`src/rtl/mem_arbiter.sv`:
```
// Round-robin arbiter sharing one burst-capable memory between an instruction port and a data port.
// One transaction at a time; reads end with a one-cycle drain that carries the last registered memory word.
module mem_arbiter #(
  parameter int ADDRESS_SIZE = 32,
  parameter int DATA_SIZE    = 32,
  parameter int ACCESS_SIZE  = 2
) (
  input  logic                    clk,
  input  logic                    rst,
  // instruction port
  input  logic                    i_req,
  input  logic                    i_wren,
  input  logic [ADDRESS_SIZE-1:0] i_addr,
  input  logic [ACCESS_SIZE-1:0]  i_acc_size,
  input  logic [DATA_SIZE-1:0]    i_wdata,
  output logic                    i_gnt,
  output logic [DATA_SIZE-1:0]    i_rdata,
  output logic                    i_rvalid,
  output logic                    i_done,
  // data port
  input  logic                    d_req,
  input  logic                    d_wren,
  input  logic [ADDRESS_SIZE-1:0] d_addr,
  input  logic [ACCESS_SIZE-1:0]  d_acc_size,
  input  logic [DATA_SIZE-1:0]    d_wdata,
  output logic                    d_gnt,
  output logic [DATA_SIZE-1:0]    d_rdata,
  output logic                    d_rvalid,
  output logic                    d_done,
  // memory side
  output logic [ADDRESS_SIZE-1:0] mem_addr,
  output logic [ACCESS_SIZE-1:0]  mem_acc_size,
  output logic                    mem_wren,
  output logic                    mem_en,
  output logic [DATA_SIZE-1:0]    mem_d_in,
  input  logic [DATA_SIZE-1:0]    mem_d_out
);

  typedef enum logic [1:0] {
    S_IDLE  = 2'd0,
    S_BURST = 2'd1,
    S_DRAIN = 2'd2
  } state_t;

  state_t                  r_state;
  state_t                  w_next_state;
  logic [4:0]              r_beat;
  logic [4:0]              w_beats;
  logic                    w_last_beat;
  logic                    r_last_d;
  logic                    r_owner_d;
  logic                    r_wren;
  logic [ADDRESS_SIZE-1:0] r_addr;
  logic [ACCESS_SIZE-1:0]  r_size;
  logic                    w_grant;
  logic                    w_win_d;
  logic                    w_gnt;
  logic                    w_rvalid;
  logic                    w_done;
  logic [DATA_SIZE-1:0]    r_i_rdata;
  logic [DATA_SIZE-1:0]    r_d_rdata;

  // Burst length decoded from the latched size code, so mid-burst request changes cannot alter it.
  always_comb begin
    case (r_size[1:0])
      2'b00:   w_beats = 5'd1;
      2'b01:   w_beats = 5'd4;
      2'b10:   w_beats = 5'd8;
      default: w_beats = 5'd16;
    endcase
  end

  assign w_last_beat = (r_beat == (w_beats - 5'd1));

  always_comb begin
    // NOTE: every signal driven here gets a default first, so no branch can leave a latch behind.
    w_next_state = r_state;
    w_grant      = 1'b0;
    w_win_d      = 1'b0;
    w_gnt        = 1'b0;
    w_rvalid     = 1'b0;
    w_done       = 1'b0;
    unique case (r_state)
      S_IDLE: begin
        if (i_req || d_req) begin
          w_grant      = 1'b1;
          // On a tie the port that did not win last time goes first.
          w_win_d      = d_req && (!i_req || !r_last_d);
          w_next_state = S_BURST;
        end
      end
      S_BURST: begin
        w_gnt    = 1'b1;
        w_rvalid = !r_wren && (r_beat != 5'd0);
        if (w_last_beat) begin
          if (r_wren) begin
            w_done       = 1'b1;
            w_next_state = S_IDLE;
          end else begin
            w_next_state = S_DRAIN;
          end
        end
      end
      S_DRAIN: begin
        w_rvalid     = 1'b1;
        w_done       = 1'b1;
        w_next_state = S_IDLE;
      end
      default: w_next_state = S_IDLE;
    endcase
  end

  // NOTE: state registers use non-blocking assignments so every flop samples pre-edge values.
  always_ff @(posedge clk or posedge rst) begin
    if (rst) begin
      r_state <= S_IDLE;
    end else begin
      r_state <= w_next_state;
    end
  end

  always_ff @(posedge clk or posedge rst) begin
    if (rst) begin
      r_beat    <= 5'd0;
      r_last_d  <= 1'b1;
      r_owner_d <= 1'b0;
      r_wren    <= 1'b0;
      r_addr    <= '0;
      r_size    <= '0;
    end else begin
      if (w_grant) begin
        r_owner_d <= w_win_d;
        r_last_d  <= w_win_d;
        r_wren    <= w_win_d ? d_wren     : i_wren;
        r_addr    <= w_win_d ? d_addr     : i_addr;
        r_size    <= w_win_d ? d_acc_size : i_acc_size;
      end
      if ((r_state == S_BURST) && !w_last_beat) begin
        r_beat <= r_beat + 5'd1;
      end else begin
        r_beat <= 5'd0;
      end
    end
  end

  // Read data passes straight through while valid and is held afterwards.
  always_ff @(posedge clk or posedge rst) begin
    if (rst) begin
      r_i_rdata <= '0;
      r_d_rdata <= '0;
    end else begin
      if (i_rvalid) r_i_rdata <= mem_d_out;
      if (d_rvalid) r_d_rdata <= mem_d_out;
    end
  end

  assign i_gnt    = w_gnt    && !r_owner_d;
  assign d_gnt    = w_gnt    &&  r_owner_d;
  assign i_rvalid = w_rvalid && !r_owner_d;
  assign d_rvalid = w_rvalid &&  r_owner_d;
  assign i_done   = w_done   && !r_owner_d;
  assign d_done   = w_done   &&  r_owner_d;
  assign i_rdata  = i_rvalid ? mem_d_out : r_i_rdata;
  assign d_rdata  = d_rvalid ? mem_d_out : r_d_rdata;

  assign mem_addr     = r_addr;
  assign mem_acc_size = r_size;
  assign mem_wren     = r_wren && (r_state == S_BURST);
  assign mem_en       = (r_state == S_BURST) && (r_beat == 5'd0);
  assign mem_d_in     = r_owner_d ? d_wdata : i_wdata;

endmodule
```
`config.mk`:
```
export PLATFORM = sky130hd
export DESIGN_NAME = mem_arbiter
export DESIGN_NICKNAME = d
export VERILOG_FILES = /design/src/rtl/mem_arbiter.sv
export SDC_FILE = /design/constraint.sdc
export NUM_CORES = 1
export LEC_CHECK = 0
export ABC_AREA = 1
export BUFFER_PORTS_ARGS = -buffer_cell sky130_fd_sc_hd__buf_2
export CAP_MARGIN = 20
export CORE_AREA = 2 2 121 123
export DETAILED_ROUTE_END_ITERATION = 8
export DIE_AREA = 0 0 123 125
export PLACE_DENSITY = 0.72
export SKIP_CTS_REPAIR_TIMING = 1
export SLEW_MARGIN = 40
export SYNTH_ARGS = -nofsm -noshare
export SYNTH_HDL_FRONTEND = slang
export SYNTH_SLANG_ARGS = --single-unit
export TNS_END_PERCENT = 20
```
`constraint.sdc`:
```
create_clock -name clk -period 6.8 [get_ports clk]
set_clock_uncertainty 0.05 [all_clocks]
set_input_delay 1.02 -clock clk [delete_from_list [all_inputs] [get_ports clk]]
set_output_delay 1.02 -clock clk [all_outputs]
set_load 0.005 [all_outputs]
```
# Yosys cells after proc, flatten, opt, wreduce, memory -nomap -nowiden
# Index checks and enable logic that the tools add are counted.
dict set report totals {
  ff_bits 108
  input_bits 170
  wordCells 62
}
dict set report op_classes {
  addsub 2
  eq_ne 7
  mux 21
  n_reduce_logical 23
}
# op count
set op_table {}
lappend op_table {{32-bit 2-to-1 mux} 4}
lappend op_table {{5-bit case mux with 3 select lines} 1}
lappend op_table {{1-bit logical AND} 11}
lappend op_table {{1-bit 2-to-1 mux} 8}
lappend op_table {{2-bit 2-to-1 mux} 4}
lappend op_table {{5-bit by 1-bit adder with 5-bit output (second input constant)} 1}
lappend op_table {{5-bit == test} 1}
lappend op_table {{1-bit logical NOT} 5}
lappend op_table {{5-bit logical NOT} 1}
lappend op_table {{5-bit 2-to-1 mux} 1}
lappend op_table {{5-bit nonzero test} 1}
lappend op_table {{5-bit by 1-bit subtractor with 5-bit output (second input constant)} 1}
lappend op_table {{2-bit by 1-bit == test with 1-bit output (second input constant)} 2}
lappend op_table {{2-bit == test (second input constant)} 2}
lappend op_table {{2-bit logical NOT} 2}
lappend op_table {{2-bit inequality test (second input constant)} 2}
lappend op_table {{1-bit case mux with 2 select lines} 2}
lappend op_table {{2-bit case mux with 2 select lines} 1}
lappend op_table {{1-bit logical OR} 2}
lappend op_table {{2-bit AND reduction} 1}

# Depth between registers and ports, before layout
# Gate-level depths: netlist of run 1.
dict set report depth {
  word_depth 7
  mapped_depth 10
}

# Least setup slack after synthesis of run 1
# Ideal clock, no wire load.
dict set report synth_timing {
  kind {register to output}
  from {register r_state[0]}
  to {output d_rdata[12]}
  arrival_ps 1460
  path_slack_ps 4270
  path_stages_with_launch 7
  path_cell_list {dfrtp_1 inv_1 ha_1 clkbuf_1 buf_2 nand4_1 nand2_1}
}
dict set report synth_between {
  elab_chain_cells 4
}
# item line
set synth_rtl {}
lappend synth_rtl {{start, declared} 45} ;# state_t r_state;
lappend synth_rtl {{start signal, assigned} 118} ;# r_state <= w_next_state;
lappend synth_rtl {{2-bit == test or 2-bit by 1-bit == test with 1-bit output (tied branches)} 83} ;# unique case (r_state)
lappend synth_rtl {{1-bit case mux with 2 select lines *} 83}
lappend synth_rtl {{1-bit logical AND *} 160} ;# assign d_rvalid = w_rvalid && r_owner_d;
lappend synth_rtl {{32-bit 2-to-1 mux *} n/a}
lappend synth_rtl {{end, declared} 27} ;# output logic [DATA_SIZE-1:0] d_rdata,
# Mark *: on every way between the ends. The rest lies on a longest branch, timed or not.

# Final worst setup path of run 1
dict set report layout_timing {
  from {register r_state[1]}
  to {output d_rdata[7]}
}
# The elaborated chain is that of the path after synthesis.

==> results of run 1 <==
## per-stage QoR
stage / util [%] / setup slack (ns) / total power, mW / hold slack, ns
after global routing: 51.91 / 2.616 / 3.626 / 0.4336
after CTS: 51.89 / 2.856 / 3.376 / 0.4177
after global placement: 49.63 / 3.345 / 2.772 / 0.3965
final: 51.91 / 2.880 / 3.345 / 0.4156
after detailed placement: 49.63 / 3.253 / 2.811 / 0.4000
after floorplan: - / 2.886 / 2.123 / 0.4040
## layout make-up
| class | count | share of cell area [%] |
|---|---|---|
| multi-input combinational | 495 | 31.46 |
| inverter | 56 | 2.885 |
| timing repair buffer | 313 | 21.50 |
| tap | 184 | 3.122 |
| clock inverter | 4 | 0.7297 |
| clock buffer | 12 | 3.614 |
| sequential | 108 | 36.69 |
## cells in the final DEF (no fill, tap or decap), types with 2 or more instances in the layout
cell	netlist	layout
sky130_fd_sc_hd__inv_1	55	52
sky130_fd_sc_hd__nand3_1	8	7
sky130_fd_sc_hd__ha_1	5	4
sky130_fd_sc_hd__clkbuf_16	0	9
sky130_fd_sc_hd__nand2_1	320	320
sky130_fd_sc_hd__nand3_4	2	2
sky130_fd_sc_hd__inv_2	1	3
sky130_fd_sc_hd__nand4_1	65	65
sky130_fd_sc_hd__nor2_1	17	16
sky130_fd_sc_hd__clkbuf_8	0	3
sky130_fd_sc_hd__nor2_2	1	2
sky130_fd_sc_hd__buf_2	35	307
sky130_fd_sc_hd__buf_4	1	5
sky130_fd_sc_hd__xor2_1	2	2
sky130_fd_sc_hd__o21ai_0	35	35
sky130_fd_sc_hd__o211ai_1	35	35
sky130_fd_sc_hd__clkinvlp_4	0	2
sky130_fd_sc_hd__o21ai_1	2	2
sky130_fd_sc_hd__dfrtp_1	107	106
## metal layers
layer / global-route usage (%) / up-vias / share of wire (%) / wire length [microns]
li1: - / 2849 / - / -
met1: 28.87 / 2611 / 43 / 7467
met2: 37.67 / 213 / 48 / 8349
met3: 5.383 / 26 / 6.8 / 1183
met4: 7.888 / 0 / 2.2 / 384
met5: 0 / - / 0 / 0
## state kept, by name, indices dropped and copies added, names as in the netlist
name	count
mem_addr	32
mem_acc_size	2
r_state	2
r_wren	1
r_owner_d	1
r_beat	5
r_d_rdata	32
r_last_d	1
r_i_rdata	32
## worst register-to-register path: stages (launching register included)
cell and delay, ns:
sky130_fd_sc_hd__dfrtp_1 0.40, sky130_fd_sc_hd__inv_1 0.09, sky130_fd_sc_hd__ha_1 0.24, sky130_fd_sc_hd__inv_2 0.08, sky130_fd_sc_hd__nor2_2 0.12, sky130_fd_sc_hd__nand2_2 0.08, sky130_fd_sc_hd__nand2_4 0.50, sky130_fd_sc_hd__nand3_4 0.56
sky130_fd_sc_hd__nand2_1 0.18, sky130_fd_sc_hd__nand2_1 0.11
## kinds of logic (layout without fill, tap and decap cells)
logic type               count (synthesis)  after routing  synth area share (%)
buffers and inverters                  108            385                 9.671
AND/OR/NAND/NOR                        416            416                 32.10
XOR/XNOR                                 2              2                0.3157
flip-flops                             108            108                 48.72
adder cells (fa/ha/maj)                  5              5                 1.127
AO/OA/AOI/OAI                           72             72                 8.070
## worst max-delay path by stage
stage | endpoint | cells past startpoint | slack, ns | from
2_1_floorplan | mem_acc_size[0]$_DFFE_PP0P_ | 1 | 2.89 | rst
3_3_place_gp | d_rdata[0] | 10 | 3.34 | r_state[1]$_DFFE_PP0P_
3_5_place_dp | d_rdata[23] | 10 | 3.25 | r_state[1]$_DFFE_PP0P_
4_1_cts | d_rdata[23] | 10 | 2.86 | r_state[1]$_DFFE_PP0P_
5_1_grt | i_rdata[23] | 10 | 2.62 | r_state[1]$_DFFE_PP0P_
6_report | d_rdata[7] | 10 | 2.88 | r_state[1]$_DFFE_PP0P_
## power by group
part | internal (mW) | switching (mW)
Combinational | 0.609 | 1.10
Clock | 0.317 | 0.238
Sequential | 0.961 | 0.121
Total | 1.89 | 1.46
==> reports/results.txt, run 1 <==
Status - finished clean
Worst IR Drop VDD - 0.1837 mV
Initial antenna violation count - 0
Nets - 1,158
Area enclosed by the die boundary - 15,380 sq um
Num rows - 44
CTS clk-pin slew, worst paths - 0.07 ns
Worst reg2reg path depth - 9
Detailed-route wire length - 17,380 microns
CP Max Fanout - 66
Setup violation total in the final timing report - 0
TritonCTS clock tree - yes
Crit path time final - 3.920 ns
Critical path class - reg -> out
Syn avg cell area - 7.806 sq um
Total standard cell area after synthesis - 5550 sq um
Sum of negative setup slack - 0 ns
Crit-path most repeated cell - sky130_fd_sc_hd__nand2_1
Horizontal die dimension - 123 microns
Share of cells above drive strength 1 - 34.82%
Total congestion overflow - 0
I/O Buffers - 307
Routed WL per cell - 14.83 microns
Number of vias after detailed routing - 5,699
Post-route DRC violation count - 0
Highest-delay cell along the critical path - sky130_fd_sc_hd__nand3_4
Reported max-cap violation count - 0
Maximum clock frequency - 0.2551 GHz
Async set-reset flop share out of synthesis - 100.0%
Final Max Tran Viols - 0
Ordered list of cells on the worst path - inv_1 > ha_1 > inv_2 > nor2_2 > nand2_2 > nand2_4 > nand3_4 > nand2_1 > nand2_1 > buf_2
Hold Path End - r_i_rdata[20]$_DFF_PP0_
Routability Congestion - 0.8312
Worst EP arrival - 2.85 ns
Storage cell area - 2705 sq um
Total area of multi-input combinational cells - 2320 sq um
Non-filler instance count after layout - 1,172
Number of inserted diodes - 0
Capture instance of the worst register-to-register path - r_d_rdata[26]$_DFF_PP0_
First-pass iteration count of the detailed router - 4
Die Ht - 125 microns
Detailed-placement wirelength estimate - 12,410 microns
Layout Cell Area excl Fill - 7373 sq um
Most instantiated cells after synthesis - sky130_fd_sc_hd__nand2_1 (320), sky130_fd_sc_hd__dfrtp_1 (107), sky130_fd_sc_hd__nand4_1 (65), sky130_fd_sc_hd__inv_1 (55)
Vias in the first global route - 5,443
Syn Nets - 886
Clock latency at the later pin of the worst-skew pair - 0.35 ns
Slew @ Worst Pin - 0.7722 ns
Most common cell in the netlist - sky130_fd_sc_hd__nand2_1
Maximum root-to-sink buffer count - 2
Clk root buf - sky130_fd_sc_hd__clkbuf_16
Clock buffer count from CTS - 9
Via/cell ratio - 4.863
Largest stage delay on the critical path - 0.52 ns
Reg-to-Reg Start - r_state[1]$_DFFE_PP0P_
Starting DRC count in detailed routing - 308
Number of distinct library cells after synthesis - 24
Final worst path period share - 57.65%
Min-Delay Path Depth - 2
Fillers - 1,459
Core area - 14,200 sq um
Crit path capture type - output pin
CTS HTree Levels - 3
Pin count of the biggest net entering global routing - 69
Post-synthesis register bit count - 108
Data required time at the worst endpoint - 5.73 ns
First-pass GRT wire length - 27,510 microns
Total Routing Usage GR - 22.71%
Worst Hold Launch - r_i_rdata[20]$_DFF_PP0_
Most used flip-flop cell after synthesis - sky130_fd_sc_hd__dfrtp_1
Startpoint type of the worst setup path - flip-flop
Area fraction of the dominant cell type after synthesis - 48.24%
Setup slack, reg-to-reg - 4.27 ns
Cells after Synth - 711
Effective utilization at floorplan - 39.08%
Count of clock tree sinks - 108
Path class of the lowest-slack min-delay path - reg -> reg
Post-route antenna net violation count - 0
Leakage power - 4.332 nW
Layout area overhead - 32.84%
Cell family with the largest share of critical-path delay - simple AND/OR/NAND/NOR gates
Count of yosys warnings during synthesis - 0
Final hold viol count - 0
Share of synthesized area occupied by flip-flops and latches - 48.72%
Total placed instance area - 7049 sq um
Ranking of synthesized cells by area - sky130_fd_sc_hd__dfrtp_1 (48%), sky130_fd_sc_hd__nand2_1 (22%), sky130_fd_sc_hd__nand4_1 (7.3%)
Placed cell count - 1,156
Number of ports placed on the die boundary - 308
Relative slew slack - 48.52%
Count of flip-flops with a built-in enable after synthesis - 0
RSZ-0062 raised after global routing - false
Buffers and inverters on the worst path - 3
Largest area contributor in the synthesized netlist - sky130_fd_sc_hd__dfrtp_1
Total power per unit cell area - 453.7 nW/um^2
No activity file was read; power rests on OpenSTA's default activity.
==> inputs of run 2 (changes only) <==
--- a/config.mk
+++ b/config.mk
@@ -8,10 +8,10 @@
 export ABC_AREA = 1
 export BUFFER_PORTS_ARGS = -buffer_cell sky130_fd_sc_hd__buf_2
 export CAP_MARGIN = 20
-export CORE_AREA = 2 2 121 123
+export CORE_AREA = 2 2 120 122
 export DETAILED_ROUTE_END_ITERATION = 8
-export DIE_AREA = 0 0 123 125
-export PLACE_DENSITY = 0.72
+export DIE_AREA = 0 0 122 124
+export PLACE_DENSITY = 0.76
 export SKIP_CTS_REPAIR_TIMING = 1
 export SLEW_MARGIN = 40
 export SYNTH_ARGS = -nofsm -noshare
==> constraint.sdc (replaced) <==
create_clock -name clk -period 3.3 [get_ports clk]
set_clock_uncertainty 0.05 [all_clocks]
set_input_delay 0.495 -clock clk [delete_from_list [all_inputs] [get_ports clk]]
set_output_delay 0.495 -clock clk [all_outputs]
set_load 0.005 [all_outputs]
==> reports/results.txt, run 2 (synthesis results as in run 1) <==
Fillers - 1,353
DR top layer - met4
Total area of multi-input combinational cells - 2320 sq um
Num rows - 43
Total congestion overflow - 0
Share of cells above drive strength 1 - 34.98%
Most frequent cells in the layout - sky130_fd_sc_hd__nand2_1 (320), sky130_fd_sc_hd__buf_2 (307), sky130_fd_sc_hd__dfrtp_1 (106)
Count of clock tree sinks - 108
Sum of negative setup slack - 0 ns
Number of inserted diodes - 0
Setup violation total in the final timing report - 0
Initial antenna violation count - 0
Vias in the first global route - 5,356
Effective utilization at floorplan - 40.46%
Most common cell after layout, fill and taps aside - sky130_fd_sc_hd__nand2_1
TritonCTS clock tree - yes
Area enclosed by the die boundary - 15,130 sq um
Maximum clock frequency - 0.3289 GHz
Routability Congestion - 0.8520
Crit path time final - 3.040 ns
Nets - 1,163
Total Routing Usage GR - 23.12%
Slew @ Worst Pin - 0.7183 ns
Pre-CTS WS - 0.6609 ns
Clk root buf - sky130_fd_sc_hd__clkbuf_16
Data required time at the worst endpoint - 2.75 ns
Via/cell ratio - 4.923
Layout area overhead - 33.84%
Final Worst Setup Slack - 0.2596 ns
I/O Buffers - 307
Core area - 13,720 sq um
Clock latency at the later pin of the worst-skew pair - 0.35 ns
Number of ports placed on the die boundary - 308
Final hold viol count - 0
First-pass iteration count of the detailed router - 5
Critical path class - reg -> out
First-pass GRT wire length - 27,480 microns
Detailed-route wire length - 17,800 microns
Crit path capture type - output pin
Met2 routed WL - 8681 microns
Final Max Tran Viols - 0
Status - finished clean
Path class of the lowest-slack min-delay path - in -> async
Clock buffer count from CTS - 9
Total power per unit cell area - 933.3 nW/um^2
Maximum root-to-sink buffer count - 2
Startpoint type of the worst setup path - flip-flop
Worst EP arrival - 2.50 ns
Detailed-placement wirelength estimate - 13,230 microns
CP Max Fanout - 40
Number of vias after detailed routing - 5,770
Met1 Wirelength - 7328 microns
Final worst path period share - 92.13%
CTS clk-pin slew, worst paths - 0.07 ns
Storage cell area - 2705 sq um
Post-route antenna net violation count - 0
Leakage power - 4.362 nW
Die Ht - 124 microns
Routed WL per cell - 15.19 microns
CTS HTree Levels - 3
Horizontal die dimension - 122 microns
Relative slew slack - 52.11%
Starting DRC count in detailed routing - 398
Reported max-cap violation count - 0
Worst IR Drop VDD - 0.3785 mV
RSZ-0062 raised after global routing - false
Post-route DRC violation count - 0
WL met3 - 1169 microns
Pin count of the biggest net entering global routing - 69
==> run 2: path summary, 6_finish.rpt <==
| kind | startpoint | to | slack, ns | cells after the start |
|---|---|---|---|---|
| setup / recovery | r_state[1]$_DFFE_PP0P_ | d_rdata[28] | 0.26 | 10 |
| hold / removal | rst | r_i_rdata[7]$_DFF_PP0_ | 0.08 | 2 |
| max in group asynchronous | rst | r_d_rdata[13]$_DFF_PP0_ | 2.29 | 4 |
| setup reg to reg | r_state[1]$_DFFE_PP0P_ | r_d_rdata[8]$_DFF_PP0_ | 1.15 | 9 |
| hold reg to reg | r_i_rdata[23]$_DFF_PP0_ | r_i_rdata[23]$_DFF_PP0_ | 0.42 | 2 |
| min in group clk | d_addr[18] | mem_addr[18]$_DFFE_PP0P_ | 0.34 | 3 |
==> run 2: area by class of cell <==
type,instances,area share [%]
Clock buffer,9,3.032
Inverter,56,2.880
Timing Repair Buffer,318,22.30
Clock inverter,6,1.112
Tap cell,180,3.032
Sequential cell,108,36.42
Multi-Input combinational cell,495,31.23
==> run 2: worst max-delay path, stage by stage (launching register included) <==
cell and delay, ns:
sky130_fd_sc_hd__dfrtp_1 0.40, sky130_fd_sc_hd__inv_1 0.09, sky130_fd_sc_hd__ha_1 0.24, sky130_fd_sc_hd__inv_2 0.07
sky130_fd_sc_hd__nor2_2 0.12, sky130_fd_sc_hd__nand2_2 0.08, sky130_fd_sc_hd__nand2_4 0.26, sky130_fd_sc_hd__buf_4 0.44
sky130_fd_sc_hd__nand4_1 0.14, sky130_fd_sc_hd__nand2_1 0.15, sky130_fd_sc_hd__buf_2 0.12
==> run 2: through the flow <==
stage          utilization, %  power, mW  hold WS (ns)  instance area [sq um]  cells
2_1_floorplan               -      4.375        0.4040                   5554    711
3_3_place_gp            51.76      5.761        0.3971                   7101   1156
3_5_place_dp            51.90      5.829        0.3999                   7121   1157
4_1_cts                 54.14      6.986       0.07580                   7428   1172
5_1_grt                 54.14      7.522       0.09656                   7428   1172
6_report                54.14      6.933       0.07900                   7428   1172
==> run 2: power breakdown <==
group          total (mW)  switching, mW  internal (mW)
registers            2.23          0.247           1.98
logic                3.57           2.27           1.30
clock network        1.14          0.534          0.603
total                6.93           3.05           3.88
==> run 2: routing by layer <==
layer	GRT usage, %	vias up
met1	29.01	2619
met5	0	-
met4	10.99	0
met3	4.304	40
met2	38.65	254
li1	-	2857
